===== src/rtl/loader_pkg.sv =====
`default_nettype none
// ============================================================================
//  loader_pkg
//  Shared types and defaults for the UART program loader and its receiver.
//  Revision: 1.0
// ============================================================================
package loader_pkg;

    localparam int DEFAULT_CLKS_PER_BIT = 868;
    localparam int DEFAULT_ADDR_WIDTH   = 8;
    localparam int LEN_WIDTH            = 16;

    typedef enum logic [2:0] {
        HDR_LO = 3'd0,
        HDR_HI = 3'd1,
        DATA   = 3'd2,
        CHECK  = 3'd3,
        DONE   = 3'd4,
        ERROR  = 3'd5
    } loader_state_e;

    typedef enum logic [1:0] {
        RX_IDLE  = 2'd0,
        RX_START = 2'd1,
        RX_DATA  = 2'd2,
        RX_STOP  = 2'd3
    } rx_state_e;

endpackage : loader_pkg
`default_nettype wire


===== src/rtl/uart_rx.sv =====
`default_nettype none
// ============================================================================
//  uart_rx
//  8N1 receiver: one-cycle byte_valid_o or frame_err_o pulse per character.
//  Revision: 1.0
// ============================================================================
module uart_rx
    import loader_pkg::*;
#(
    parameter int CLKS_PER_BIT = DEFAULT_CLKS_PER_BIT
) (
    input  logic       clock,
    input  logic       reset,
    input  logic       rx_i,
    output logic [7:0] byte_o,
    output logic       byte_valid_o,
    output logic       frame_err_o
);

    localparam int                CNT_W     = $clog2(CLKS_PER_BIT);
    localparam logic [CNT_W-1:0]  HALF_LAST = CNT_W'(CLKS_PER_BIT / 2 - 1);
    localparam logic [CNT_W-1:0]  FULL_LAST = CNT_W'(CLKS_PER_BIT - 1);

    logic             rx_meta_q, rx_sync_q;
    rx_state_e        state_q, state_d;
    logic [CNT_W-1:0] cnt_q, cnt_d;
    logic [2:0]       bit_q, bit_d;
    logic [7:0]       shift_q, shift_d;
    logic             byte_valid_q, byte_valid_d;
    logic             frame_err_q, frame_err_d;

    always_comb begin
        state_d      = state_q;
        cnt_d        = cnt_q;
        bit_d        = bit_q;
        shift_d      = shift_q;
        byte_valid_d = 1'b0;
        frame_err_d  = 1'b0;
        case (state_q)
            RX_IDLE: begin
                if (!rx_sync_q) begin
                    state_d = RX_START;
                    cnt_d   = '0;
                end
            end
            RX_START: begin
                // A line that is high again at mid start bit was only a glitch.
                if (cnt_q == HALF_LAST) begin
                    cnt_d   = '0;
                    bit_d   = '0;
                    state_d = rx_sync_q ? RX_IDLE : RX_DATA;
                end else begin
                    cnt_d = cnt_q + 1'b1;
                end
            end
            RX_DATA: begin
                if (cnt_q == FULL_LAST) begin
                    cnt_d   = '0;
                    shift_d = {rx_sync_q, shift_q[7:1]};
                    if (bit_q == 3'd7) begin
                        state_d = RX_STOP;
                    end else begin
                        bit_d = bit_q + 3'd1;
                    end
                end else begin
                    cnt_d = cnt_q + 1'b1;
                end
            end
            RX_STOP: begin
                if (cnt_q == FULL_LAST) begin
                    cnt_d        = '0;
                    state_d      = RX_IDLE;
                    byte_valid_d = rx_sync_q;
                    frame_err_d  = ~rx_sync_q;
                end else begin
                    cnt_d = cnt_q + 1'b1;
                end
            end
            default: state_d = RX_IDLE;
        endcase
    end

    always_ff @(posedge clock) begin
        if (!reset) begin
            rx_meta_q    <= 1'b1;
            rx_sync_q    <= 1'b1;
            state_q      <= RX_IDLE;
            cnt_q        <= '0;
            bit_q        <= '0;
            shift_q      <= '0;
            byte_valid_q <= 1'b0;
            frame_err_q  <= 1'b0;
        end else begin
            rx_meta_q    <= rx_i;
            rx_sync_q    <= rx_meta_q;
            state_q      <= state_d;
            cnt_q        <= cnt_d;
            bit_q        <= bit_d;
            shift_q      <= shift_d;
            byte_valid_q <= byte_valid_d;
            frame_err_q  <= frame_err_d;
        end
    end

    assign byte_o       = shift_q;
    assign byte_valid_o = byte_valid_q;
    assign frame_err_o  = frame_err_q;

endmodule : uart_rx
`default_nettype wire


===== src/rtl/uart_program_loader.sv =====
`default_nettype none
// ============================================================================
//  uart_program_loader
//  Loads a length-prefixed, XOR-checksummed image from UART into imem.
//  Revision: 1.0
// ============================================================================
module uart_program_loader
    import loader_pkg::*;
#(
    parameter int CLKS_PER_BIT = DEFAULT_CLKS_PER_BIT,
    parameter int ADDR_WIDTH   = DEFAULT_ADDR_WIDTH
) (
    input  logic                  clock,
    input  logic                  reset,
    input  logic                  uart_rx_i,
    output logic                  imem_we,
    output logic [ADDR_WIDTH-1:0] imem_addr,
    output logic [31:0]           imem_wdata,
    output logic                  cpu_hold,
    output logic                  load_done,
    output logic                  load_error,
    output logic [ADDR_WIDTH:0]   word_count
);

    localparam logic [LEN_WIDTH:0] MAX_WORDS = (LEN_WIDTH+1)'(2 ** ADDR_WIDTH);

    logic [7:0] w_rx_byte;
    logic       w_rx_valid;
    logic       w_rx_ferr;

    uart_rx #(
        .CLKS_PER_BIT (CLKS_PER_BIT)
    ) u_uart_rx (
        .clock        (clock),
        .reset        (reset),
        .rx_i         (uart_rx_i),
        .byte_o       (w_rx_byte),
        .byte_valid_o (w_rx_valid),
        .frame_err_o  (w_rx_ferr)
    );

    loader_state_e         state_q;
    logic [LEN_WIDTH-1:0]  len_q;
    logic [1:0]            lane_q;
    logic [31:0]           word_q;
    logic [7:0]            xor_q;
    logic                  imem_we_q;
    logic [ADDR_WIDTH-1:0] imem_addr_q;
    logic [31:0]           imem_wdata_q;
    logic                  cpu_hold_q;
    logic                  load_done_q;
    logic                  load_error_q;
    logic [ADDR_WIDTH:0]   word_count_q;

    logic [LEN_WIDTH-1:0]  w_len_full;
    logic                  w_len_bad;
    logic [31:0]           w_word_full;
    logic [ADDR_WIDTH:0]   w_next_count;
    logic                  w_last_word;
    logic                  w_active;

    assign w_len_full   = {w_rx_byte, len_q[7:0]};
    assign w_len_bad    = (w_len_full == '0) || ({1'b0, w_len_full} > MAX_WORDS);
    assign w_word_full  = {w_rx_byte, word_q[31:8]};
    assign w_next_count = word_count_q + 1'b1;
    assign w_last_word  = ((LEN_WIDTH+1)'(w_next_count) == {1'b0, len_q});
    assign w_active     = (state_q != DONE) && (state_q != ERROR);

    always_ff @(posedge clock) begin
        if (!reset) begin
            state_q      <= HDR_LO;
            len_q        <= '0;
            lane_q       <= '0;
            word_q       <= '0;
            xor_q        <= '0;
            imem_we_q    <= 1'b0;
            imem_addr_q  <= '0;
            imem_wdata_q <= '0;
            cpu_hold_q   <= 1'b1;
            load_done_q  <= 1'b0;
            load_error_q <= 1'b0;
            word_count_q <= '0;
        end else begin
            imem_we_q <= 1'b0;
            if (w_rx_ferr && w_active) begin
                state_q      <= ERROR;
                load_error_q <= 1'b1;
            end else if (w_rx_valid) begin
                case (state_q)
                    HDR_LO: begin
                        len_q[7:0] <= w_rx_byte;
                        state_q    <= HDR_HI;
                    end
                    HDR_HI: begin
                        len_q[15:8] <= w_rx_byte;
                        lane_q      <= '0;
                        xor_q       <= '0;
                        if (w_len_bad) begin
                            state_q      <= ERROR;
                            load_error_q <= 1'b1;
                        end else begin
                            state_q <= DATA;
                        end
                    end
                    DATA: begin
                        // Words arrive little-endian, so each byte enters at the top.
                        word_q <= w_word_full;
                        xor_q  <= xor_q ^ w_rx_byte;
                        lane_q <= lane_q + 2'd1;
                        if (lane_q == 2'd3) begin
                            imem_we_q    <= 1'b1;
                            imem_addr_q  <= word_count_q[ADDR_WIDTH-1:0];
                            imem_wdata_q <= w_word_full;
                            word_count_q <= w_next_count;
                            if (w_last_word) begin
                                state_q <= CHECK;
                            end
                        end
                    end
                    CHECK: begin
                        if (w_rx_byte == xor_q) begin
                            state_q     <= DONE;
                            load_done_q <= 1'b1;
                            cpu_hold_q  <= 1'b0;
                        end else begin
                            state_q      <= ERROR;
                            load_error_q <= 1'b1;
                        end
                    end
                    default: ;
                endcase
            end
        end
    end

    assign imem_we    = imem_we_q;
    assign imem_addr  = imem_addr_q;
    assign imem_wdata = imem_wdata_q;
    assign cpu_hold   = cpu_hold_q;
    assign load_done  = load_done_q;
    assign load_error = load_error_q;
    assign word_count = word_count_q;

endmodule : uart_program_loader
`default_nettype wire


===== config.mk =====
export PLATFORM = sky130hd
export DESIGN_NAME = uart_program_loader
export DESIGN_NICKNAME = d
export VERILOG_FILES = /design/src/rtl/loader_pkg.sv /design/src/rtl/uart_rx.sv /design/src/rtl/uart_program_loader.sv
export SDC_FILE = /design/constraint.sdc
export NUM_CORES = 1
export LEC_CHECK = 0
export ABC_AREA = 1
export BUFFER_PORTS_ARGS = -buffer_cell sky130_fd_sc_hd__buf_2
export CAP_MARGIN = 25
export CORE_MARGIN = 10
export CORE_UTILIZATION = 54
export DETAILED_ROUTE_END_ITERATION = 8
export MAX_ROUTING_LAYER = met4
export PLACE_DENSITY = 0.7
export SLEW_MARGIN = 10
export SYNTH_ARGS = -nofsm -noshare
export SYNTH_HDL_FRONTEND = slang
export SYNTH_SLANG_ARGS = --single-unit

===== constraint.sdc =====
create_clock -name clock -period 4 [get_ports clock]
set_input_delay 0.8 -clock clock [delete_from_list [all_inputs] [get_ports clock]]
set_output_delay 0.8 -clock clock [all_outputs]
set_load 0.03 [all_outputs]

* Yosys cells after proc, flatten, opt, wreduce, memory -nomap -nowiden *
Cells that the tools add are included.

storage, ports and cells
  output and inout bits = 53
  register bits = 141

cells by class
  equal/unequal tests = 26
  bitwise operators = 6
  multiplexer cells = 30
  add/sub/neg operators = 4
  order comparisons = 1
  reductions and logical operators = 28

operators with widths
  kind                                                                      count
  10-bit 2-to-1 mux                                                         3
  10-bit one-hot mux with 3 select lines                                    1
  3-bit 2-to-1 mux                                                          8
  4-bit AND reduction                                                       6
  3-bit inequality test (second input constant)                             6
  9-bit by 16-bit == test with 1-bit output                                 1
  16-bit by 9-bit > comparator with 1-bit output (second input constant)    1
  16-bit logical NOT                                                        1
  8-bit one-hot mux with 2 select lines                                     1
  3-bit AND reduction                                                       5
  2-bit 2-to-1 mux                                                          6
  3-bit one-hot mux with 4 select lines                                     1
  10-bit by 1-bit adder with 10-bit output (second input constant)          1
  10-bit == test (second input constant)                                    1
  10-bit by 9-bit == test with 1-bit output (second input constant)         1
  9-bit by 1-bit adder with 9-bit output (second input constant)            1
  8-bit == test                                                             1
  2-bit by 1-bit inequality test with 1-bit output (second input constant)  4
  2-bit inequality test (second input constant)                             4
  2-bit one-hot mux with 4 select lines                                     1
  8-bit XOR                                                                 1
  2-bit == test (second input constant)                                     3
  3-bit by 2-bit == test with 1-bit output (second input constant)          2
  1-bit 2-to-1 mux                                                          6
  other kinds (21)                                                          29

* Logic depth before layout (Yosys ltp) *
Gate-level depths: netlist of the first run.

  depth after elaboration = 7
  gate-level depth with buffers = 14

* Modules after synthesis *
From an unflattened synthesis of the first run, not the netlist that was laid out.

second synthesis, totals
  cells, all modules = 749
  area, all modules = 5,527.8 µm²

by module, submodules not included
  module               instances  area each (µm²)  cells each
  uart_program_loader  1          4,255.3          566
  uart_rx              1          1,272.5          183

* Least setup slack after synthesis of the first run *
No wires, ideal clock.

  path type = input -> register
  start point = input reset
  end point = register imem_wdata_q[24] (netlist: imem_wdata[24])
  buffers on the path = 3
  data arrival time = 1,798 ps
  stages = 5
  setup slack = 2,135 ps
  cells stage by stage = clkbuf_1 clkbuf_1 buf_1 nand3_1 o21ai_2

RTL lines
  element                 line                        text
  start: declaration      uart_program_loader.sv:14   input logic reset,
  end signal: assignment  uart_program_loader.sv:113  imem_wdata_q <= w_word_full;
  end: declaration        uart_program_loader.sv:49   logic [31:0] imem_wdata_q;

* Worst setup path in the final report of the first run *
  start point = register state_q[1]
  end point = register imem_wdata_q[9] (netlist: imem_wdata[9])

between the ends
  word-level cells in the longest chain between the ends = 5
  elaborated cells between the ends (all ways) = 7
  classes of those cells = eq/ne (3); bitwise (1); reduce/logical (3)

RTL lines
  element                            line                       text
  start: declaration                 uart_program_loader.sv:42  loader_state_e state_q;
  start signal: assignment           uart_program_loader.sv:71  state_q <= HDR_LO;
  start signal: assignment           uart_program_loader.sv:86  state_q <= ERROR;
  start signal: assignment           uart_program_loader.sv:92  state_q <= HDR_HI;
  3-bit inequality test              uart_program_loader.sv:67  assign w_active = (state_q != DONE) && (state_q != ERROR);
  1-bit logical AND                  uart_program_loader.sv:67
  1-bit logical AND                  uart_program_loader.sv:85  if (w_rx_ferr && w_active) begin
  1-bit NOT (no line)                --
  4-bit AND reduction (no line) (*)  --

Every way passes the cells marked *; elsewhere a longest branch is shown, timed or not.
A chain may end at the register's enable or synchronous reset.

==> results of run 1 <==
-- metal layers --
| metal | global-route usage [%] | wire, microns | up-vias | part of all wire, % |
|---|---|---|---|---|
| li1 | - | - | 2515 | - |
| met1 | 22.0 | 6200 | 2228 | 48 |
| met2 | 28.1 | 5920 | 92 | 46 |
| met3 | 4.73 | 586 | 22 | 4.5 |
| met4 | 7.95 | 236 | 0 | 1.8 |
| met5 | - | 0 | - | 0 |
-- flip-flops by register name, indices dropped and copies added, names as in the netlist, 2 cells and up, named ones only --
register and cells:
u_uart_rx.byte_o 8, u_uart_rx.cnt_q 10, u_uart_rx.bit_q 3, word_count 9
imem_wdata 32, xor_q 8, word_q 24, state_q 3
imem_addr 8, len_q 16, lane_q 2
-- layout by cell type, fill, tap and decap left out, types with 4 or more instances in the layout --
cell and n:
nor3_1 7, dfxtp_1 133, inv_1 88, bufinv_16 4, nor2_2 4, xor2_1 11, clkinv_4 4, o21ai_0 67
nand3_1 52, clkbuf_16 16, nand4_1 9, a21oi_1 89, o21ai_2 19, buf_2 55, a211oi_1 5, nand2_1 108
a31oi_1 5, o21ai_1 18, nor2_1 48, ha_1 6, inv_2 8
-- metrics by stage --
stage	utilization (%)	worst slack [ps]	hold WS (ps)	total power, mW
floorplan	-	2140	392	1.48
global placement	57.6	1520	408	1.51
detailed placement	57.6	1370	415	1.51
CTS	63.5	1330	427	3.11
global route	63.6	1110	434	3.19
finish	63.6	1370	420	3.09
-- worst register-to-register path: stages (launching register included) --
cell      delay [ps]
dfxtp_1          400
inv_2             80
nor2_2           150
inv_2             70
nor2_4            90
inv_2             50
nor2_4           100
nand2_4          270
clkinv_4         200
nand2_4          230
inv_6            340
nand2_4          280
o21ai_0          280
-- power groups by stage --
stage	logic, mW	registers (mW)	clock network (mW)
2_1_floorplan	0.103	1.38	0
3_3_place_gp	0.133	1.38	0
3_5_place_dp	0.135	1.38	0
4_1_cts	0.135	1.35	1.62
5_1_grt	0.155	1.35	1.68
6_report	0.137	1.35	1.60
-- worst min path at each step --
stage / startpoint / end / slack (ps) / depth (start not counted)
final: u_uart_rx.rx_meta_q / u_uart_rx.rx_sync_q / 420 / 1
after detailed placement: u_uart_rx.rx_meta_q / u_uart_rx.rx_sync_q / 420 / 1
after global routing: u_uart_rx.rx_sync_q / u_uart_rx.frame_err_o / 430 / 1
after global placement: u_uart_rx.rx_meta_q / u_uart_rx.rx_sync_q / 410 / 1
after CTS: u_uart_rx.rx_sync_q / u_uart_rx.frame_err_o / 430 / 1
after floorplan: u_uart_rx.rx_sync_q / u_uart_rx.frame_err_o / 390 / 1
-- layout make-up --
class	instances	area, sq um	share of cell area [%]
inverters	99	382	5.84
flip-flops and latches	133	2660	40.7
clock inverters	12	178	2.72
multi-input cells	470	2420	37.0
well taps	136	170	2.60
repair buffers	57	290	4.44
clock buffers	20	435	6.66
-- cell families after synthesis --
group	Yosys count	synth area share (%)
AO/OA/AOI/OAI	209	20.4
buffers and inverters	133	10.1
flip-flops	133	47.1
AND/OR/NAND/NOR	243	19.2
XOR/XNOR	12	1.86
adder cells (fa/ha/maj)	6	1.33
==> metrics, run 1 <==
status=finished clean; Max H-tree Level=4; Stages on worst setup path=12; Setup crit start=state_q[1]; fillcell total=927; fin crit period=2630 ps; Initial Utilization=55.0%; Routed Antenna Nets=0; Final HPWL DP=8.74 mm; drt first pass iters=5; worst path cell trace=inv_2 -> nor2_2 -> inv_2 -> nor2_4 -> inv_2 -> nor2_4 -> nand2_4 -> clkinv_4 -> nand2_4 -> inv_6 -> nand2_4 -> o21ai_0; synthesized flop and latch total=133; Sink Count=133; dpl cells=894; number of global-route vias before repair=4719; Final Cycle Share=65.9%; Setup Viol. Count Final=0; Post-route DRC=0; die width=122 microns; Ys Warns=0; RSZ-0062 raised after global routing=false; FMAX=0.380 GHz; Die Area=15000 sq um; Cell variety after synth=39; Clock Root Buffer=clkbuf_8; Synth Instances=736; TritonCTS Buffers=17; setup tns final=0 ps; most instantiated cells after synthesis=dfxtp_1, nand2_1, a21oi_1; Sw Ratio=22.2%; Final #Nets=787; clock power share=51.8%; DR vias/cell=5.24; DR WL/cell=14.0 microns; Yosys top cell area share=47.1%; syn nets=745; initial antenna violation count=0; worst setup path endpoint=imem_wdata[9]; count leader, synth=dfxtp_1; largest stage delay on the critical path=400 ps; Clk pin slew, worst setup/hold paths=60 ps; synthesized area=5650 sq um; Die Y=122 microns; # resized after CTS=0; CTS tree=done; dpl cell area=5920 sq um; R2R depth=12; r2r startpoint=state_q[1]; crit-path leading delay family=simple AND/OR/NAND/NOR gates; P per Cell Area=472 nW/um^2; Critical Path Sink Type=flip-flop; first-pass GRT wire length=21.6 mm; area leader, netlist=dfxtp_1; Post-CTS Hold Buffers=0; Layout Cells excl Fill=927; critical path data required time=4440 ps; RR Endpoint=imem_wdata[9]; core footprint=10300 sq um; port bufs=55; sequential share of power=43.8%; Async SR Flop Fraction=0%; Hold Fails Final Rpt=0; 1st-iter DRT viols=405; Crit-path slowest cell=dfxtp_1; ys flop type=dfxtp_1; Finished Cell Area=6540 sq um; Static Leak=2.77 nW; Max VDD drop=0.321 mV; share of layout cells above drive strength 1=16.4%; largest net degree at the start of global routing=107; Area contributors post-synth=dfxtp_1, a21oi_1, nand2_1, o21ai_0, inv_1; Post-synth EDFFs=0; Final GP Congestion=0.896; flop-to-flop setup slack=1370 ps; Worst-Skew Late Latency=520 ps; clk buf depth=2; Buffers & Inverters on Critical Path=5; post-synthesis sequential area ratio=47.1%; Slew Limit Fails=0; P_sw=685 uW; Ant. Diodes=0; syn_area_per_cell=7.68 sq um; internal power=2.40 mW; combinational fraction of design power=4.4%; crit-path max FO=51; via count=4857; Worst-Margin Slew=924 ps; Layout area overhead=15.7%; total setup buffers inserted after CTS=0; number of top-level pins=56; total gr overflow=0; Critical Path Start Type=flip-flop; CP arrival=3070 ps; slew margin rel.=38.4%; class of the worst hold path=flip-flop to flip-flop; GRT Total Usage=18.2%; Crit Path Category=flip-flop to flip-flop; Max-cap violations=0; worst clock skew=7.19 ps; final WL=12.9 mm; # rows=37
Note: power is estimated with default switching activity, not from simulation.
==> inputs of run 2 (changes only) <==
--- a/config.mk
+++ b/config.mk
@@ -9,10 +9,10 @@
 export BUFFER_PORTS_ARGS = -buffer_cell sky130_fd_sc_hd__buf_2
 export CAP_MARGIN = 25
 export CORE_MARGIN = 10
-export CORE_UTILIZATION = 54
+export CORE_UTILIZATION = 53
 export DETAILED_ROUTE_END_ITERATION = 8
 export MAX_ROUTING_LAYER = met4
-export PLACE_DENSITY = 0.7
+export PLACE_DENSITY = 0.72
 export SLEW_MARGIN = 10
 export SYNTH_ARGS = -nofsm -noshare
 export SYNTH_HDL_FRONTEND = slang
==> constraint.sdc (replaced) <==
create_clock -name clock -period 2.2 [get_ports clock]
set_input_delay 0.44 -clock clock [delete_from_list [all_inputs] [get_ports clock]]
set_output_delay 0.44 -clock clock [all_outputs]
set_load 0.03 [all_outputs]
==> metrics, run 2 (synthesis results as in run 1) <==
status=finished clean; R2R depth=12 (unchanged); DR vias/cell=5.31 (+1.3%); Setup Viol. Count Final=0 (unchanged); via count=4954 (+2.0%); largest net degree at the start of global routing=51 (-52%); dpl cell area=5970 sq um (+0.89%); Die Y=123 microns (+0.79%); RSZ-0062 raised after global routing=false; DR WL/cell=13.8 microns (-0.80%); number of global-route vias before repair=4495 (-4.7%); Max VDD drop=0.402 mV (+25%); largest stage delay on the critical path=390 ps (about the same); TritonCTS Buffers=17 (unchanged); Worst-Margin Slew=568 ps (-356 ps); Final GP Congestion=0.951 (+6.2%); setup tns final=0 ps (unchanged); Finished Cell Area=6520 sq um (-0.29%); first-pass GRT wire length=21.1 mm (-2.0%); initial antenna violation count=0 (unchanged); P per Cell Area=815 nW/um^2 (+73%); Critical Path Sink Type=flip-flop; 1st-iter DRT viols=449 (+11%); slew margin rel.=62.1% (+24 points); Layout area overhead=15.3%; total setup buffers inserted after CTS=0 (unchanged); Static Leak=2.76 nW (-0.32%); FMAX=0.498 GHz (+31%); Routed Antenna Nets=0 (unchanged); drt first pass iters=5 (unchanged); Post-route DRC=0 (unchanged); # resized after CTS=0 (unchanged); Hold Fails Final Rpt=0 (unchanged); die width=123 microns (+0.79%); total gr overflow=0 (unchanged); final WL=12.9 mm (-0.16%); Final Power=5.31 mW (+72%); Ant. Diodes=0 (unchanged); crit-path max FO=46 (-9.8%); worst clock skew=6.42 ps (-0.764 ps); critical path data required time=2640 ps (-1800 ps); fin crit period=2010 ps (-627 ps); Final Cycle Share=91.3% (+25 points); clk buf depth=2 (unchanged); Final #Nets=793 (+0.76%); most frequent cells in the layout=dfxtp_1, nand2_1, a21oi_1, inv_1, o21ai_0; core footprint=10400 sq um (+0.90%); GRT Total Usage=17.6% (-0.55 points); Crit-path slowest cell=dfxtp_1; number of top-level pins=56 (unchanged); Crit Path Category=flip-flop to flip-flop; Cells on Worst Hold Path=2 (+1); Final HPWL DP=8.83 mm (+1.0%); CTS tree=done; Initial Utilization=54.5% (-0.49 points); share of layout cells above drive strength 1=17.2% (+0.75 points); Critical Path Start Type=flip-flop; Max H-tree Level=4 (unchanged); number of flip-flops in the largest register=32 (unchanged); Die Area=15200 sq um (+1.6%); Slew Limit Fails=0 (unchanged); Clk pin slew, worst setup/hold paths=60 ps (about the same); Post-CTS Hold Buffers=0 (unchanged); leading cell type in the layout, fill and taps excluded=dfxtp_1; fillcell total=893 (-3.7%); Sink Count=133 (unchanged); # rows=37 (unchanged); class of the worst hold path=primary input to flip-flop; CP arrival=2450 ps (-620 ps); port bufs=55 (unchanged); Clock Root Buffer=clkbuf_8; worst path cell trace=inv_2 -> nor2_2 -> inv_2 -> nor2_4 -> inv_2 -> nor2_4 -> nand2_4 -> clkinv_4 -> nand2_4 -> inv_6 -> nand2_4 -> o21ai_0; Worst-Skew Late Latency=520 ps (about the same); Max-cap violations=0 (unchanged)
[run 2: cell count changes in the layout (fill, tap and decap cells not counted)]
cell	previous run	this run
buf_4	2	8
bufinv_16	4	1
clkinv_4	4	6
clkinvlp_4	1	3
clkbuf_1	2	1
clkbuf_8	2	1
inv_8	0	1
[run 2: stage by stage]
| stage | hold WS (ps) | util [%] | cells | worst slack, ps |
|---|---|---|---|---|
| 2_1_floorplan | 392 | - | 736 | 355 |
| 3_3_place_gp | 401 | 57.6 | 901 | 331 |
| 3_5_place_dp | 399 | 57.6 | 901 | 228 |
| 4_1_cts | 97.6 | 62.8 | 933 | 181 |
| 5_1_grt | 110 | 62.8 | 933 | 35.5 |
| 6_report | 120 | 62.8 | 933 | 192 |
[run 2: worst max-delay path: cells and delay by family, from the launching register on]
kind                   cells  cell delay [ps]
AO/OA/AOI/OAI              1              220
buffers and inverters      5              530
flip-flops                 1              390
AND/OR/NAND/NOR            6              760
[run 2: layer usage]
metal  part of all wire [%]  GRT usage (%)  vias up
met1                     46           21.7     2269
met5                      0              -        -
met3                    5.9           4.51       28
met2                     45           26.8      135
li1                       -              -     2522
met4                    2.7           7.50        0
[run 2: worst paths after layout]
path | startpoint | endpoint | slack [ps]
max | state_q[1] | imem_wdata[11] | 190
min | uart_rx_i | u_uart_rx.rx_meta_q | 120
max reg2reg | state_q[1] | imem_wdata[11] | 190
min reg2reg | u_uart_rx.rx_meta_q | u_uart_rx.rx_sync_q | 410
[run 2: layout make-up]
class	count	area (sq um)	area share [%]
flip-flops and latches	133	2660	40.9
multi-input cells	470	2420	37.1
clock buffers	18	418	6.41
inverters	99	382	5.86
repair buffers	63	335	5.14
well taps	136	170	2.61
clock inverters	14	131	2.02
[run 2: report_power, final]
group,internal (mW),switching (mW),leakage [nW],total [mW]
Clock,1.51,1.08,0.263,2.59
Sequential,2.43,0.0243,1.07,2.46
Combinational,0.0770,0.192,1.42,0.269
